==> src/rtl/alu_seq_ctrl.sv <==
// Sequencing controller for the ALU datapath: single-cycle logic/arith ops and an iterative shift-add MUL.
// Build option: define MUL_EARLY_EXIT_EN to end MUL as soon as the remaining multiplier bits are zero.
//
// state  | meaning
// S_IDLE | waiting for start; op and operands latched on the accepting edge
// S_EXEC | one-cycle compute of AND/OR/ADD/SUB/SLT/invalid
// S_MUL  | one shift-add iteration per cycle through the shared adder
// S_DONE | one-cycle done pulse, then back to idle
module alu_seq_ctrl #(
  parameter int WIDTH = 32
) (
  input  logic             clk,
  input  logic             reset,
  input  logic             start,
  input  logic [2:0]       op,
  input  logic [WIDTH-1:0] A,
  input  logic [WIDTH-1:0] B,
  output logic             busy,
  output logic             done,
  output logic [WIDTH-1:0] Result,
  output logic [WIDTH-1:0] ResultHi,
  output logic             Zero,
  output logic             Overflow,
  output logic             InvalidOp
);

  localparam int CW = $clog2(WIDTH);
  localparam logic [CW-1:0] LAST = CW'(WIDTH - 1);
  localparam logic [2:0] OP_AND = 3'b000;
  localparam logic [2:0] OP_OR  = 3'b001;
  localparam logic [2:0] OP_ADD = 3'b010;
  localparam logic [2:0] OP_SUB = 3'b011;
  localparam logic [2:0] OP_SLT = 3'b100;
  localparam logic [2:0] OP_MUL = 3'b101;

  typedef enum logic [1:0] {S_IDLE, S_EXEC, S_MUL, S_DONE} state_t;

  state_t             r_state;
  state_t             w_state_nxt;
  logic [2:0]         r_op;
  logic [WIDTH-1:0]   r_a;
  logic [WIDTH-1:0]   r_b;
  logic [2*WIDTH-1:0] r_p;
  logic [CW-1:0]      r_cnt;
  logic [WIDTH-1:0]   r_res;
  logic [WIDTH-1:0]   r_res_hi;
  logic               r_zero;
  logic               r_ovf;
  logic               r_inv;

  logic               w_is_mul;
  logic               w_is_sub;
  logic [WIDTH-1:0]   w_add_a;
  logic [WIDTH-1:0]   w_add_b;
  logic               w_add_ci;
  logic [WIDTH:0]     w_sum;
  logic               w_add_ovf;
  logic               w_slt;
  logic [2*WIDTH-1:0] w_p_next;
  logic [2*WIDTH-1:0] w_p_final;
  logic [WIDTH-1:0]   w_q_next;
  logic               w_mul_last;
  logic [WIDTH-1:0]   w_ex_res;
  logic               w_ex_ovf;
  logic               w_ex_inv;

  // One adder serves both ADD/SUB and the MUL partial-product accumulate.
  assign w_is_mul  = (r_state == S_MUL);
  assign w_is_sub  = (r_op == OP_SUB);
  assign w_add_a   = w_is_mul ? r_p[2*WIDTH-1:WIDTH] : r_a;
  assign w_add_b   = w_is_mul ? (r_b[0] ? r_a : '0) : (w_is_sub ? ~r_b : r_b);
  assign w_add_ci  = !w_is_mul && w_is_sub;
  assign w_sum     = {1'b0, w_add_a} + {1'b0, w_add_b} + {{WIDTH{1'b0}}, w_add_ci};
  assign w_add_ovf = (w_add_a[WIDTH-1] == w_add_b[WIDTH-1]) && (w_sum[WIDTH-1] != w_add_a[WIDTH-1]);
  assign w_slt     = ($signed(r_a) < $signed(r_b));

  assign w_p_next  = {w_sum, r_p[WIDTH-1:1]};
  assign w_q_next  = r_b >> 1;

`ifdef MUL_EARLY_EXIT_EN
  // Remaining iterations would only shift P, so apply that shift in one go.
  assign w_mul_last = (r_cnt == LAST) || (w_q_next == '0);
  assign w_p_final  = w_p_next >> (LAST - r_cnt);
`else
  assign w_mul_last = (r_cnt == LAST);
  assign w_p_final  = w_p_next;
`endif

  always_comb begin
    w_ex_res = '0;
    w_ex_ovf = 1'b0;
    w_ex_inv = 1'b0;
    case (r_op)
      OP_AND:  w_ex_res = r_a & r_b;
      OP_OR:   w_ex_res = r_a | r_b;
      OP_ADD,
      OP_SUB: begin
        w_ex_res = w_sum[WIDTH-1:0];
        w_ex_ovf = w_add_ovf;
      end
      OP_SLT:  w_ex_res = {{(WIDTH-1){1'b0}}, w_slt};
      3'b110,
      3'b111:  w_ex_inv = 1'b1;
      default: w_ex_res = '0;
    endcase
  end

  always_ff @(posedge clk) begin
    if (reset) r_state <= S_IDLE;
    else       r_state <= w_state_nxt;
  end

  always_comb begin
    w_state_nxt = r_state;
    case (r_state)
      S_IDLE:  if (start) w_state_nxt = (op == OP_MUL) ? S_MUL : S_EXEC;
      S_EXEC:  w_state_nxt = S_DONE;
      S_MUL:   if (w_mul_last) w_state_nxt = S_DONE;
      S_DONE:  w_state_nxt = S_IDLE;
      default: w_state_nxt = S_IDLE;
    endcase
  end

  always_comb begin
    busy = (r_state == S_EXEC) || (r_state == S_MUL);
    done = (r_state == S_DONE);
  end

  always_ff @(posedge clk) begin
    if (reset) begin
      r_op     <= '0;
      r_a      <= '0;
      r_b      <= '0;
      r_p      <= '0;
      r_cnt    <= '0;
      r_res    <= '0;
      r_res_hi <= '0;
      r_zero   <= 1'b0;
      r_ovf    <= 1'b0;
      r_inv    <= 1'b0;
    end else begin
      case (r_state)
        S_IDLE: begin
          if (start) begin
            r_op  <= op;
            r_a   <= A;
            r_b   <= B;
            r_p   <= '0;
            r_cnt <= '0;
          end
        end
        S_EXEC: begin
          r_res    <= w_ex_res;
          r_res_hi <= '0;
          r_zero   <= (w_ex_res == '0);
          r_ovf    <= w_ex_ovf;
          r_inv    <= w_ex_inv;
        end
        S_MUL: begin
          r_p   <= w_p_next;
          r_b   <= w_q_next;
          r_cnt <= r_cnt + 1'b1;
          if (w_mul_last) begin
            r_res    <= w_p_final[WIDTH-1:0];
            r_res_hi <= w_p_final[2*WIDTH-1:WIDTH];
            r_zero   <= (w_p_final == '0);
            r_ovf    <= 1'b0;
            r_inv    <= 1'b0;
          end
        end
        default: ;
      endcase
    end
  end

  assign Result    = r_res;
  assign ResultHi  = r_res_hi;
  assign Zero      = r_zero;
  assign Overflow  = r_ovf;
  assign InvalidOp = r_inv;

endmodule

==> config.mk <==
export PLATFORM = sky130hd
export DESIGN_NAME = alu_seq_ctrl
export DESIGN_NICKNAME = d
export VERILOG_FILES = /design/src/rtl/alu_seq_ctrl.sv
export SDC_FILE = /design/constraint.sdc
export NUM_CORES = 1
export LEC_CHECK = 0
export ABC_AREA = 1
export BUFFER_PORTS_ARGS = -buffer_cell sky130_fd_sc_hd__buf_2
export CAP_MARGIN = 20
export CORE_MARGIN = 4
export CORE_UTILIZATION = 55
export DETAILED_ROUTE_END_ITERATION = 6
export PLACE_DENSITY = 0.78
export SLEW_MARGIN = 15
export SYNTH_ARGS = -nofsm -noshare
export SYNTH_HDL_FRONTEND = slang
export SYNTH_SLANG_ARGS = --single-unit
==> constraint.sdc <==
create_clock -name clk -period 4 [get_ports clk]
set_input_delay 0.2 -clock clk [delete_from_list [all_inputs] [get_ports clk]]
set_output_delay 0.2 -clock clk [all_outputs]
set_load 0.01 [all_outputs]
=== Yosys cells after proc, flatten, opt, wreduce, memory -nomap -nowiden ===
Index checks and enable logic that the tools add are counted.

* Logic and storage cells: 75
* Register bits after elaboration: 205
* Output and inout port bits: 69
* Input bits: 70

* Bitwise gates (word level): 3
* Reduce and logical (&&, ||, !) cells: 16
* Magnitude comparators: 1
* Mux-type cells: 26
* Eq/ne operators: 15
* Add/sub/neg operators: 3

{| class="wikitable"
|+ Operator list
! kind !! count
|-
| $mux W32 || 7
|-
| $pmux W32 S2 || 3
|-
| $pmux W32 S4 || 1
|-
| $pmux W64 S2 || 1
|-
| $logic_not A64 Y1 || 1
|-
| $mux W64 || 1
|-
| $add A32 B32 Y33 || 1
|-
| $add A33 B1 Y33 || 1
|-
| $and A32 B32 Y32 || 1
|-
| $logic_not A32 Y1 || 1
|-
| $lt A32 B32 Y1 || 1
|-
| $not A32 Y32 || 1
|-
| $or A32 B32 Y32 || 1
|-
| $eq A3 B3 Y1 const B || 4
|-
| $pmux W5 S2 || 1
|-
| $pmux W2 S4 || 1
|-
| $reduce_and A2 Y1 || 4
|-
| $eq A3 B2 Y1 const B || 2
|-
| $mux W2 || 3
|-
| $pmux W1 S2 || 3
|-
| $add A5 B1 Y5 const B || 1
|-
| $eq A5 B5 Y1 const B || 1
|-
| $mux W5 || 1
|-
| $eq A2 B2 Y1 const B || 2
|-
| 14 further kinds || 20
|}

=== Longest topological paths before layout ===
Gate-level depths: netlist of the first run.

* Depth after elaboration: 9
* Gate-level depth with buffers: 28
* Depth with buffers taken out: 28

=== Worst setup path before layout of the first run ===
No wires, ideal clock.

* Kind: register -> register
* From: register r_state[0]
* To: register r_zero (netlist: Zero)
* Cell stages (with the launch flop): 28
* Arrival time: 3775 ps
* Setup slack: 158 ps
* Setup time: 66 ps
* Buffers on the path: 3
* Cell sequence: dfxtp_1 > inv_1 > ha_1 > inv_1 > clkbuf_1 > clkbuf_1 > clkbuf_1 > o21ai_0 > o21ai_0 > fa_1 > inv_1 > fa_1 > inv_1 > nand3_1 > nand2_2 > nand2_1 > nand2_1 > nand3_1 > nand2_1 > nand2_1 > and2_4 > nor2_1 > nand3_1 > nor2_1 > nand4_1 > nand2_1 > inv_1 > a21oi_2

* Word-level cells in the longest chain between the ends: 7
* Elaborated cells on any way between the ends: 16

{| class="wikitable"
|+ RTL lines
! item !! line !! source
|-
| from (decl) || 38 || <nowiki>state_t r_state;</nowiki>
|-
| from (signal assigned) || 110 || <nowiki>else r_state <= w_state_nxt;</nowiki>
|-
| $eq A2 B2 Y1 || 68, 142 ||
|-
| $mux W32, or another cell as far along || 70 || <nowiki>assign w_add_a = w_is_mul ? r_p[2*WIDTH-1:WIDTH] : r_a;</nowiki>
|-
| $add A32 B32 Y33 / $logic_and A1 B1 Y1 (equally long branches) || 73, 72 ||
|-
| $add A33 B1 Y33 || 73 || <nowiki>assign w_sum = {1'b0, w_add_a} + {1'b0, w_add_b} + {{WIDTH{1'b0}}, w_add_ci};</nowiki>
|-
| $pmux W32 S4 / $logic_not A64 Y1 (equally long branches) || 93, 166 ||
|-
| $logic_not A32 Y1 / $mux W1 (equally long branches) || 155, 163 ||
|-
| $pmux W1 S2 || 142 || <nowiki>case (r_state)</nowiki>
|-
| to (signal assigned) || 155 || <nowiki>r_zero <= (w_ex_res == '0);</nowiki>
|-
| to (signal assigned) || 166 || <nowiki>r_zero <= (w_p_final == '0);</nowiki>
|-
| to (decl) || 47 || <nowiki>logic r_zero;</nowiki>
|}

Parallel ways exist; a longest one is shown, timed or not. The select of a mux whose other input is x is not followed.
A chain may end at the register's enable or synchronous reset.

=== Worst setup path in the final report of the first run ===
Ends and elaborated chain as after synthesis.

==> results of run 1 <==
-- final cells by class --
class                      count  area (um^2)
fill                        2263         8660
inverter                     223          843
clock buffer                  34          687
multi-input combinational   1584         8450
timing repair buffer         197         1290
tap                          324          405
clock inverter                 7         47.5
sequential                   204         4090
-- kinds of logic (layout without fill, tap and decap cells) --
| family | Yosys count | count (layout) |
|---|---|---|
| AOI/OAI and AO/OA | 570 | 570 |
| xor gates and xnor gates | 6 | 6 |
| adders and majority gates | 132 | 132 |
| buffers and inverters | 335 | 461 |
| DFF | 204 | 204 |
| and+or+nand+nor | 876 | 876 |
-- critical path, delay by kind of cell, from the launching register on --
family	cells	cell delay, ns
compound gates	3	0.27
fa+ha+maj	2	0.76
buf+inv	5	0.71
flops	1	0.32
simple gates	14	1.60
-- flip-flops by register name, summed over array words and instances, names as in the netlist --
name / cells
InvalidOp: 1
Overflow: 1
Result: 32
ResultHi: 32
Zero: 1
r_a: 32
r_b: 32
r_cnt: 5
r_op: 3
r_p: 63
r_state: 2
-- per-layer routing --
metal	track usage, %	vias up	routed length (um)
li1	-	7183	-
met3	4.26	82	4120
met5	0	-	0
met4	6.67	0	976
met1	45.8	6771	20400
met2	48.0	656	19500
-- cells in the final DEF, fill, tap and decap left out, types with 6 or more instances in the layout --
cell type / netlist / layout
nor3_1: 18 / 17
nor3_2: 5 / 6
xor2_1: 6 / 6
clkbuf_16: 0 / 23
ha_1: 130 / 129
nor2_2: 9 / 10
nand3_1: 118 / 118
buf_4: 1 / 22
o22ai_1: 30 / 30
inv_2: 6 / 7
inv_1: 217 / 213
dfxtp_1: 204 / 202
dlygate4sd3_1: 0 / 30
a21oi_1: 272 / 272
or2_2: 7 / 7
nand2_1: 506 / 505
o21ai_0: 241 / 240
buf_12: 0 / 6
nand3b_1: 12 / 12
nor2_1: 155 / 152
buf_2: 3 / 138
clkbuf_8: 0 / 7
nand4_1: 9 / 9
nand2_2: 20 / 21
o21bai_1: 6 / 6
-- what timing repair did --
item	CTS	global route
endpoints found under the setup margin	0	3
gates resized for setup	0	10
endpoints found under the hold margin	30	0
hold buffers	30	0
-- per-stage QoR --
step / instance area (um^2) / util, %
after floorplan: 13800 / -
after global placement: 14700 / 60.3
after detailed placement: 14700 / 60.3
after CTS: 15800 / 64.5
after global routing: 15800 / 64.6
final: 15800 / 64.6
-- path summary, 6_finish.rpt --
check / from / endpoint / slack, ns / cells after the start
worst min register to register: ResultHi[4] / ResultHi[4] / 0.46 / 2
worst min-delay path: A[21] / r_a[21] / 0.008 / 3
worst max-delay path: r_state[0] / Zero / 0.26 / 24
worst max register to register: r_state[0] / Zero / 0.26 / 24
-- report_power, final --
group | switching, W | internal, W | total [W]
clock network | 0.000885 | 0.00119 | 0.00207
registers | 0.000291 | 0.00247 | 0.00276
logic | 0.00496 | 0.00218 | 0.00714
total | 0.00614 | 0.00584 | 0.0120
==> results.tsv, run 1 <==
stage	metric	value	unit
status	outcome	finished clean	
logic_synthesis	largest family of logic cells by synthesized area	simple AND/OR/NAND/NOR gates	
layout	layout net count	2435	
worst_setup_path	Required @ worst endpoint	4.46	ns
clocking	Clock transition at path regs	0.07	ns
layout	fraction of layout instances using a drive strength above 1	12.4	%
logic_synthesis	syn_nets	2325	
clocking	CTS tree	yes	
clocking	CTS sink count	204	
clocking	clk_lat worst skew	0.52	ns
clocking	Post-CTS Setup Inserts	0	
die	Die H	166	um
sta	unrepaired setup endpoints after global routing	false	
sta	final setup margin	0.262	ns
logic_synthesis	top cells by area, synth	dfxtp_1 (30%), nand2_1 (14%), ha_1 (12%)	
power	peak supply drop	0.505	mV
worst_setup_path	max incr delay on CP	0.39	ns
logic_synthesis	Post-synth EDFFs	0	
worst_setup_path	Worst setup EP type	flop	
grt	vias in the first global route	13300	
clocking	clock buffer depth	3	
sta	Slew Limit Fails	0	
layout	Final Instance Count excl. Fillers	2573	
routing	number of antenna-violating nets in the routed design	0	
layout	Area growth, synth to finish	14.9	%
grt	largest net degree at the start of global routing	96	
place	worst slack, placed	0.242	ns
routing	WL/cell	17.5	um
logic_synthesis	Post-synth top cells	nand2_1 (506), a21oi_1 (272), o21ai_0 (241)	
logic_synthesis	post-synthesis mux area share	0	%
grt	first-pass GRT wire length	71200	um
worst_setup_path	CP Cell Sequence	inv_1 > ha_4 > inv_4 > buf_12 > buf_4 > o21ai_0 > o22ai_1 > ha_1 > nand2_1 > nor2_2 > nand3_2 > nand2_2 > nand2_1 > nand2_1 > nand2_1 > nor2_1 > nand3_1 > nor2_1 > nand3_1 > nor2_1 > nand4_1 > nand2_1 > inv_1 > a21oi_2	
logic_synthesis	Async SR Flop Fraction	0	%
place	dpl hpwl	32800	um
logic_synthesis	Yosys top cell area share	29.7	%
place	number of port buffers	138	
routing	DRC Markers	0	
sta	Worst Hold Slack	0.00771	ns
power	leakage power	7.11	nW
place	placed cell count	2502	
worst_setup_path	WP data arrival	4.20	ns
sta	Setup TNS Final	0	ns
sta	clock skew	0.0136	ns
grt	initial antenna violation count	0	
sta	Slew HR	26.1	%
die	die area	27600	um^2
grt	GRT Total Usage	30.9	%
sta	min Tclk post-route	3.74	ns
logic_synthesis	Gate Count Post-Synth	2123	
routing	via/cell ratio	5.71	
power	Final Power	0.0120	W
sta	ratio of final minimum period to clock period	93.4	%
grt	total grt overflow	0	
worst_setup_path	CP most frequent cell	nand2_1	
logic_synthesis	synthesis-stage register bit count	204	
clocking	total CTS buffers	23	
sta	Least-Margin Pin Slew	1.11	ns
logic_synthesis	area leader, netlist	dfxtp_1	
place	GPL Wtd Cong	0.984	
die	chip width	166	um
logic_synthesis	ys flop type	dfxtp_1	
logic_synthesis	count of cell types in the netlist	40	
clocking	H-tree depth	1	
logic_synthesis	xor-xnor portion of the synthesized cell area	0.382	%
worst_setup_path	Critical Path Source Type	flop	
worst_setup_path	worst-path fanout max	25	
worst_setup_path	critical path type	flop to flop	
logic_synthesis	Avg Inst Size Synth	6.48	um^2
clocking	Root Buffer Master	clkbuf_16	
flow_run	Max-Cap Viols	0	
layout	antenna diode count	0	
worst_setup_path	slowest CP cell	ha_1	
routing	Vias	14700	
logic_synthesis	Synth Area in Compound Gates	21.5	%
routing	WL final	45000	um
logic_synthesis	post-synthesis adder-cell area fraction	12.1	%
die	core area	24500	um^2
sta	endpoints failing setup	0	
sta	hold violation count in the final report	0	
die	io pins	139	
routing	Pre-Repair DR Iteration Count	7	
routing	Starting DRT DRC Count	1575	
sta	FMAX	268	MHz
worst_hold_path	worst min path class	primary input to flop	
logic_synthesis	simple logic cell fraction of the synthesized area	27.1	%
logic_synthesis	most common cell in the synthesized netlist	nand2_1	
die	Initial Utilization	56.2	%
power	pwr/cell area	758	nW/um^2
die	FP Rows	57	
logic_synthesis	Yosys Warn Count	0	
logic_synthesis	sequential area share after synthesis	29.7	%
logic_synthesis	Mapped Area	13800	um^2
(Power assumes the default switching activity.)
==> inputs of run 2 (changes only) <==
--- a/config.mk
+++ b/config.mk
@@ -10,6 +10,7 @@
 export CAP_MARGIN = 20
 export CORE_MARGIN = 4
 export CORE_UTILIZATION = 55
+export CTS_BUF_LIST = sky130_fd_sc_hd__clkbuf_4 sky130_fd_sc_hd__clkbuf_8 sky130_fd_sc_hd__clkbuf_16
 export DETAILED_ROUTE_END_ITERATION = 6
 export PLACE_DENSITY = 0.78
 export SLEW_MARGIN = 15
==> results.tsv, run 2 (same netlist as run 1, synthesis figures left out) <==
stage	metric	value	unit
die	io pins	139	
worst_setup_path	CP top delay family	simple AND/OR/NAND/NOR gates	
layout	Area growth, synth to finish	15.0	%
sta	min Tclk post-route	3.71	ns
clocking	clock buffer depth	3	
layout	most frequent cells in the layout	nand2_1 (505), a21oi_1 (272), o21ai_0 (240), inv_1 (213), dfxtp_1 (202)	
power	leakage power	7.12	nW
layout	Final Instance Count excl. Fillers	2573	
layout	utilization after layout	64.7	%
clocking	CTS tree	yes	
power	Logic pwr share	59.5	%
layout	layout net count	2435	
die	die area	27600	um^2
sta	Slew Limit Fails	0	
sta	unrepaired setup endpoints after global routing	false	
power	sw power	0.00614	W
worst_setup_path	critical path type	flop to flop	
layout	Fill cells	2261	
grt	met3 GRT Util	4.28	%
grt	first-pass GRT wire length	71300	um
routing	Starting DRT DRC Count	1534	
power	pwr/cell area	759	nW/um^2
worst_setup_path	slowest CP cell	ha_1	
grt	initial antenna violation count	0	
worst_setup_path	CP most frequent cell	nand2_1	
clocking	Clock transition at path regs	0.07	ns
layout	most common cell after layout, fill and taps aside	nand2_1	
place	post-place instance area	14700	um^2
routing	number of antenna-violating nets in the routed design	0	
die	chip width	166	um
power	Flop pwr share	23.0	%
sta	Least-Margin Pin Slew	1.13	ns
sta	Slew HR	24.9	%
flow_run	Max-Cap Viols	0	
routing	WL/cell	17.5	um
worst_setup_path	Critical Path Source Type	flop	
power	peak supply drop	0.501	mV
grt	GRT Total Usage	31.0	%
grt	met2 Use GR	48.1	%
place	dpl hpwl	32800	um
clocking	total CTS buffers	23	
layout	max reg flops	63	
sta	clock skew	0.0132	ns
routing	Pre-Repair DR Iteration Count	7	
clocking	H-tree depth	1	
power	clock share of power	17.5	%
layout	FF/Latch Area	4090	um^2
die	Die H	166	um
worst_setup_path	Worst setup EP type	flop	
layout	Largest Register	r_p	
status	outcome	finished clean	
layout	fraction of layout instances using a drive strength above 1	12.6	%
worst_setup_path	WP data arrival	4.18	ns
sta	endpoints failing setup	0	
worst_setup_path	CP Cell Sequence	inv_1 > ha_4 > inv_4 > buf_12 > buf_4 > o21ai_0 > o22ai_1 > ha_1 > nand2_1 > nor2_2 > nand3_2 > nand2_2 > nand2_1 > nand2_1 > nand2_1 > nor2_1 > nand3_1 > nor2_1 > nand3_1 > nor2_1 > nand4_1 > nand2_1 > inv_1 > a21oi_2	
clocking	Post-CTS Setup Inserts	0	
clocking	Root Buffer Master	clkbuf_16	
grt	met1 usage	45.9	%
layout	footprint of the multi-input gates	8450	um^2
worst_hold_path	worst min path class	primary input to flop	
sta	Setup TNS Final	0	ns
power	internal power	0.00587	W
sta	ratio of final minimum period to clock period	92.8	%
worst_setup_path	CP Buf/Inv Count	5	
grt	most used routing layer	met2	
routing	via/cell ratio	5.71	
layout	Final Cell Area	15800	um^2
place	number of port buffers	138	
place	placed cell count	2502	
die	FP Rows	57	
sta	hold violation count in the final report	0	
grt	vias in the first global route	13300	
routing	WL final	45000	um
worst_setup_path	Required @ worst endpoint	4.46	ns
grt	total grt overflow	0	
worst_setup_path	max incr delay on CP	0.39	ns
sta	FMAX	269	MHz
clocking	clk_lat worst skew	0.52	ns
place	GPL Wtd Cong	0.984	
worst_setup_path	worst-path fanout max	25	
routing	Vias	14700	
clocking	CTS sink count	204	
routing	DRC Markers	0	
die	Initial Utilization	56.2	%
grt	largest net degree at the start of global routing	96	
layout	antenna diode count	0	
die	core area	24500	um^2
power	Switching Share	51.1	%
[run 2: cell counts in the layout (fill, tap and decap cells not counted)]
Identical to the previous run, type by type.
[run 2: final timing paths]
path | from | to | slack, ns | cells after the start
min | A[21] | r_a[21] | 0.005 | 3
max | r_state[0] | Zero | 0.29 | 24
max reg2reg | r_state[0] | Zero | 0.29 | 24
min reg2reg | ResultHi[4] | ResultHi[4] | 0.46 | 2
[run 2: final cells by class]
class | instances | area share [%]
clock buffers | 34 | 4.44
inverters | 223 | 5.33
clock inverters | 7 | 0.301
repair buffers | 197 | 8.14
flip-flops and latches | 204 | 25.8
well taps | 324 | 2.56
multi-input cells | 1584 | 53.4
[run 2: routing by layer]
metal / up-vias / routed length [um]
met5: - / 0
met4: 0 / 851
li1: 7186 / -
met3: 70 / 3860
met2: 606 / 19600
met1: 6838 / 20700
[run 2: power by group through the flow]
stage / clock network [W] / logic, W / registers [W]
final: 0.00210 / 0.00714 / 0.00276
after global placement: 0 / 0.00682 / 0.00277
after global routing: 0.00220 / 0.00787 / 0.00281
after CTS: 0.00211 / 0.00697 / 0.00276
after floorplan: 0 / 0.00473 / 0.00280
after detailed placement: 0 / 0.00690 / 0.00280
[run 2: what timing repair did]
action	in CTS	in global routing
endpoints found under the setup margin	0	3
resized for setup	0	10
hold endpoints to repair	30	0
hold buffers	30	0
[run 2: through the flow]
step | power (W) | hold slack (ns) | setup slack, ns
after global placement | 0.00959 | 0.448 | 0.333
after global routing | 0.0129 | 0.0511 | 0.0123
after floorplan | 0.00753 | 0.363 | 0.158
after detailed placement | 0.00970 | 0.453 | 0.242
after CTS | 0.0118 | 0.0185 | 0.196
final | 0.0120 | 0.00522 | 0.287
[run 2: tightest hold or removal path, stage by stage]
cell	delay, ns
buf_2	0.07
o21ai_0	0.08
a21oi_1	0.12
==> inputs of run 3 (changes only) <==
--- a/config.mk
+++ b/config.mk
@@ -9,10 +9,10 @@
 export BUFFER_PORTS_ARGS = -buffer_cell sky130_fd_sc_hd__buf_2
 export CAP_MARGIN = 20
 export CORE_MARGIN = 4
-export CORE_UTILIZATION = 55
+export CORE_UTILIZATION = 50
 export CTS_BUF_LIST = sky130_fd_sc_hd__clkbuf_4 sky130_fd_sc_hd__clkbuf_8 sky130_fd_sc_hd__clkbuf_16
 export DETAILED_ROUTE_END_ITERATION = 6
-export PLACE_DENSITY = 0.78
+export PLACE_DENSITY_LB_ADDON = 0.25
 export SLEW_MARGIN = 15
 export SYNTH_ARGS = -nofsm -noshare
 export SYNTH_HDL_FRONTEND = slang
==> results.tsv, run 3 (same netlist as run 1, synthesis figures left out) <==
stage	metric	value	unit
status	outcome	finished clean	
clocking	total CTS buffers	23	
die	Die H	174	um
die	io pins	139	
worst_setup_path	Required @ worst endpoint	4.48	ns
grt	GRT Total Usage	28.1	%
layout	layout net count	2443	
routing	via/cell ratio	5.59	
sta	Setup TNS Final	0	ns
power	internal power	0.00602	W
routing	Starting DRT DRC Count	1375	
sta	ratio of final minimum period to clock period	91.6	%
power	Switching Share	50.4	%
flow_run	Max-Cap Viols	0	
layout	fraction of layout instances using a drive strength above 1	12.8	%
worst_setup_path	WP data arrival	4.15	ns
die	core area	27000	um^2
power	leakage power	7.19	nW
worst_hold_path	worst min path class	primary input to flop	
grt	first-pass GRT wire length	70400	um
routing	number of antenna-violating nets in the routed design	0	
place	dpl hpwl	32400	um
clocking	CTS tree	yes	
layout	Area growth, synth to finish	16.2	%
routing	WL final	45200	um
clocking	Root Buffer Master	clkbuf_16	
sta	unrepaired setup endpoints after global routing	false	
place	number of port buffers	138	
routing	DRC Markers	0	
clocking	H-tree depth	1	
power	sw power	0.00613	W
sta	endpoints failing setup	0	
clocking	clk_lat worst skew	0.54	ns
layout	FF/Latch Area	4090	um^2
grt	initial antenna violation count	0	
layout	max reg flops	63	
worst_setup_path	Worst setup EP type	flop	
worst_setup_path	Critical Path Source Type	flop	
routing	Pre-Repair DR Iteration Count	6	
die	chip width	174	um
power	peak supply drop	0.403	mV
place	GPL Wtd Cong	1.02	
layout	most common cell after layout, fill and taps aside	nand2_1	
die	Initial Utilization	50.9	%
power	Logic pwr share	58.8	%
grt	largest net degree at the start of global routing	98	
layout	Largest Register	r_p	
layout	footprint of the multi-input gates	8450	um^2
die	FP Rows	60	
grt	total grt overflow	0	
power	pwr/cell area	761	nW/um^2
grt	vias in the first global route	13300	
worst_setup_path	worst-path fanout max	30	
layout	Fill cells	2635	
die	die area	30200	um^2
power	Flop pwr share	22.7	%
sta	min Tclk post-route	3.66	ns
layout	antenna diode count	0	
routing	Vias	14500	
clocking	CTS sink count	204	
layout	utilization after layout	59.1	%
sta	Slew Limit Fails	0	
sta	Least-Margin Pin Slew	1.12	ns
routing	WL/cell	17.4	um
clocking	Clock transition at path regs	0.07	ns
sta	clock skew	0.0152	ns
sta	hold violation count in the final report	0	
sta	FMAX	273	MHz
sta	Slew HR	25.2	%
worst_setup_path	critical path type	flop to flop	
layout	most frequent cells in the layout	nand2_1 (505), a21oi_1 (272), o21ai_0 (241), inv_1 (213), dfxtp_1 (202)	
power	clock share of power	18.5	%
clocking	clock buffer depth	3	
[run 3: power groups by stage]
| stage | combinational [W] | sequential (W) | clock (W) |
|---|---|---|---|
| finish | 0.00715 | 0.00276 | 0.00224 |
| CTS | 0.00689 | 0.00275 | 0.00227 |
| global placement | 0.00678 | 0.00278 | 0 |
| detailed placement | 0.00682 | 0.00280 | 0 |
| global route | 0.00792 | 0.00282 | 0.00235 |
| floorplan | 0.00473 | 0.00280 | 0 |
[run 3: worst max-delay path: stages (launching register included)]
cell     delay [ns]
dfxtp_1        0.33
inv_1          0.15
ha_4           0.27
buf_16         0.21
nor2_2         0.08
o21ai_0        0.24
fa_2           0.25
inv_1          0.05
fa_1           0.37
inv_1          0.10
nand3_1        0.11
nand2_2        0.13
nand2_1        0.08
nand2_1        0.08
nand3_1        0.12
nand2_1        0.13
nand2_1        0.07
and2_4         0.15
nor2_1         0.14
nand3_1        0.09
nor2_1         0.09
nand4_1        0.09
nand2_1        0.07
inv_1          0.06
a21oi_2        0.12
[run 3: cell type report]
type / count / area share, %
clock inverters: 6 / 0.634
inverters: 223 / 5.31
flip-flops and latches: 204 / 25.6
clock buffers: 33 / 4.35
multi-input cells: 1584 / 52.9
well taps: 341 / 2.67
repair buffers: 205 / 8.60
[run 3: final timing paths]
path           startpoint            to  slack [ns]  depth (start not counted)
max reg2reg    r_state[0]          Zero        0.34                         24
max            r_state[0]          Zero        0.34                         24
min                 A[15]       r_a[15]        0.01                          3
min reg2reg  ResultHi[26]  ResultHi[26]        0.46                          2
[run 3: routing by layer]
layer	part of all wire (%)	track usage, %
met5	0	0
met3	7.6	4.23
met4	3.2	8.71
met2	43	43.4
met1	46	40.5
[run 3: stage by stage]
stage | cells | total power [W] | setup slack (ns) | hold WS, ns | instance area [um^2]
detailed placement | 2521 | 0.00962 | 0.295 | 0.453 | 14800
global placement | 2521 | 0.00956 | 0.340 | 0.449 | 14800
CTS | 2592 | 0.0119 | 0.255 | 0.00154 | 15900
global route | 2596 | 0.0131 | 0.00275 | 0.0280 | 16000
finish | 2596 | 0.0122 | 0.336 | 0.0120 | 16000
floorplan | 2123 | 0.00753 | 0.158 | 0.363 | 13800
[run 3: repair_timing]
| item | 4_1_cts | 5_1_grt |
|---|---|---|
| endpoints found under the setup margin | 0 | 2 |
| setup buffers | 0 | 2 |
| hold endpoints to repair | 32 | 0 |
| hold buffers | 32 | 0 |
| resized for setup | 0 | 12 |
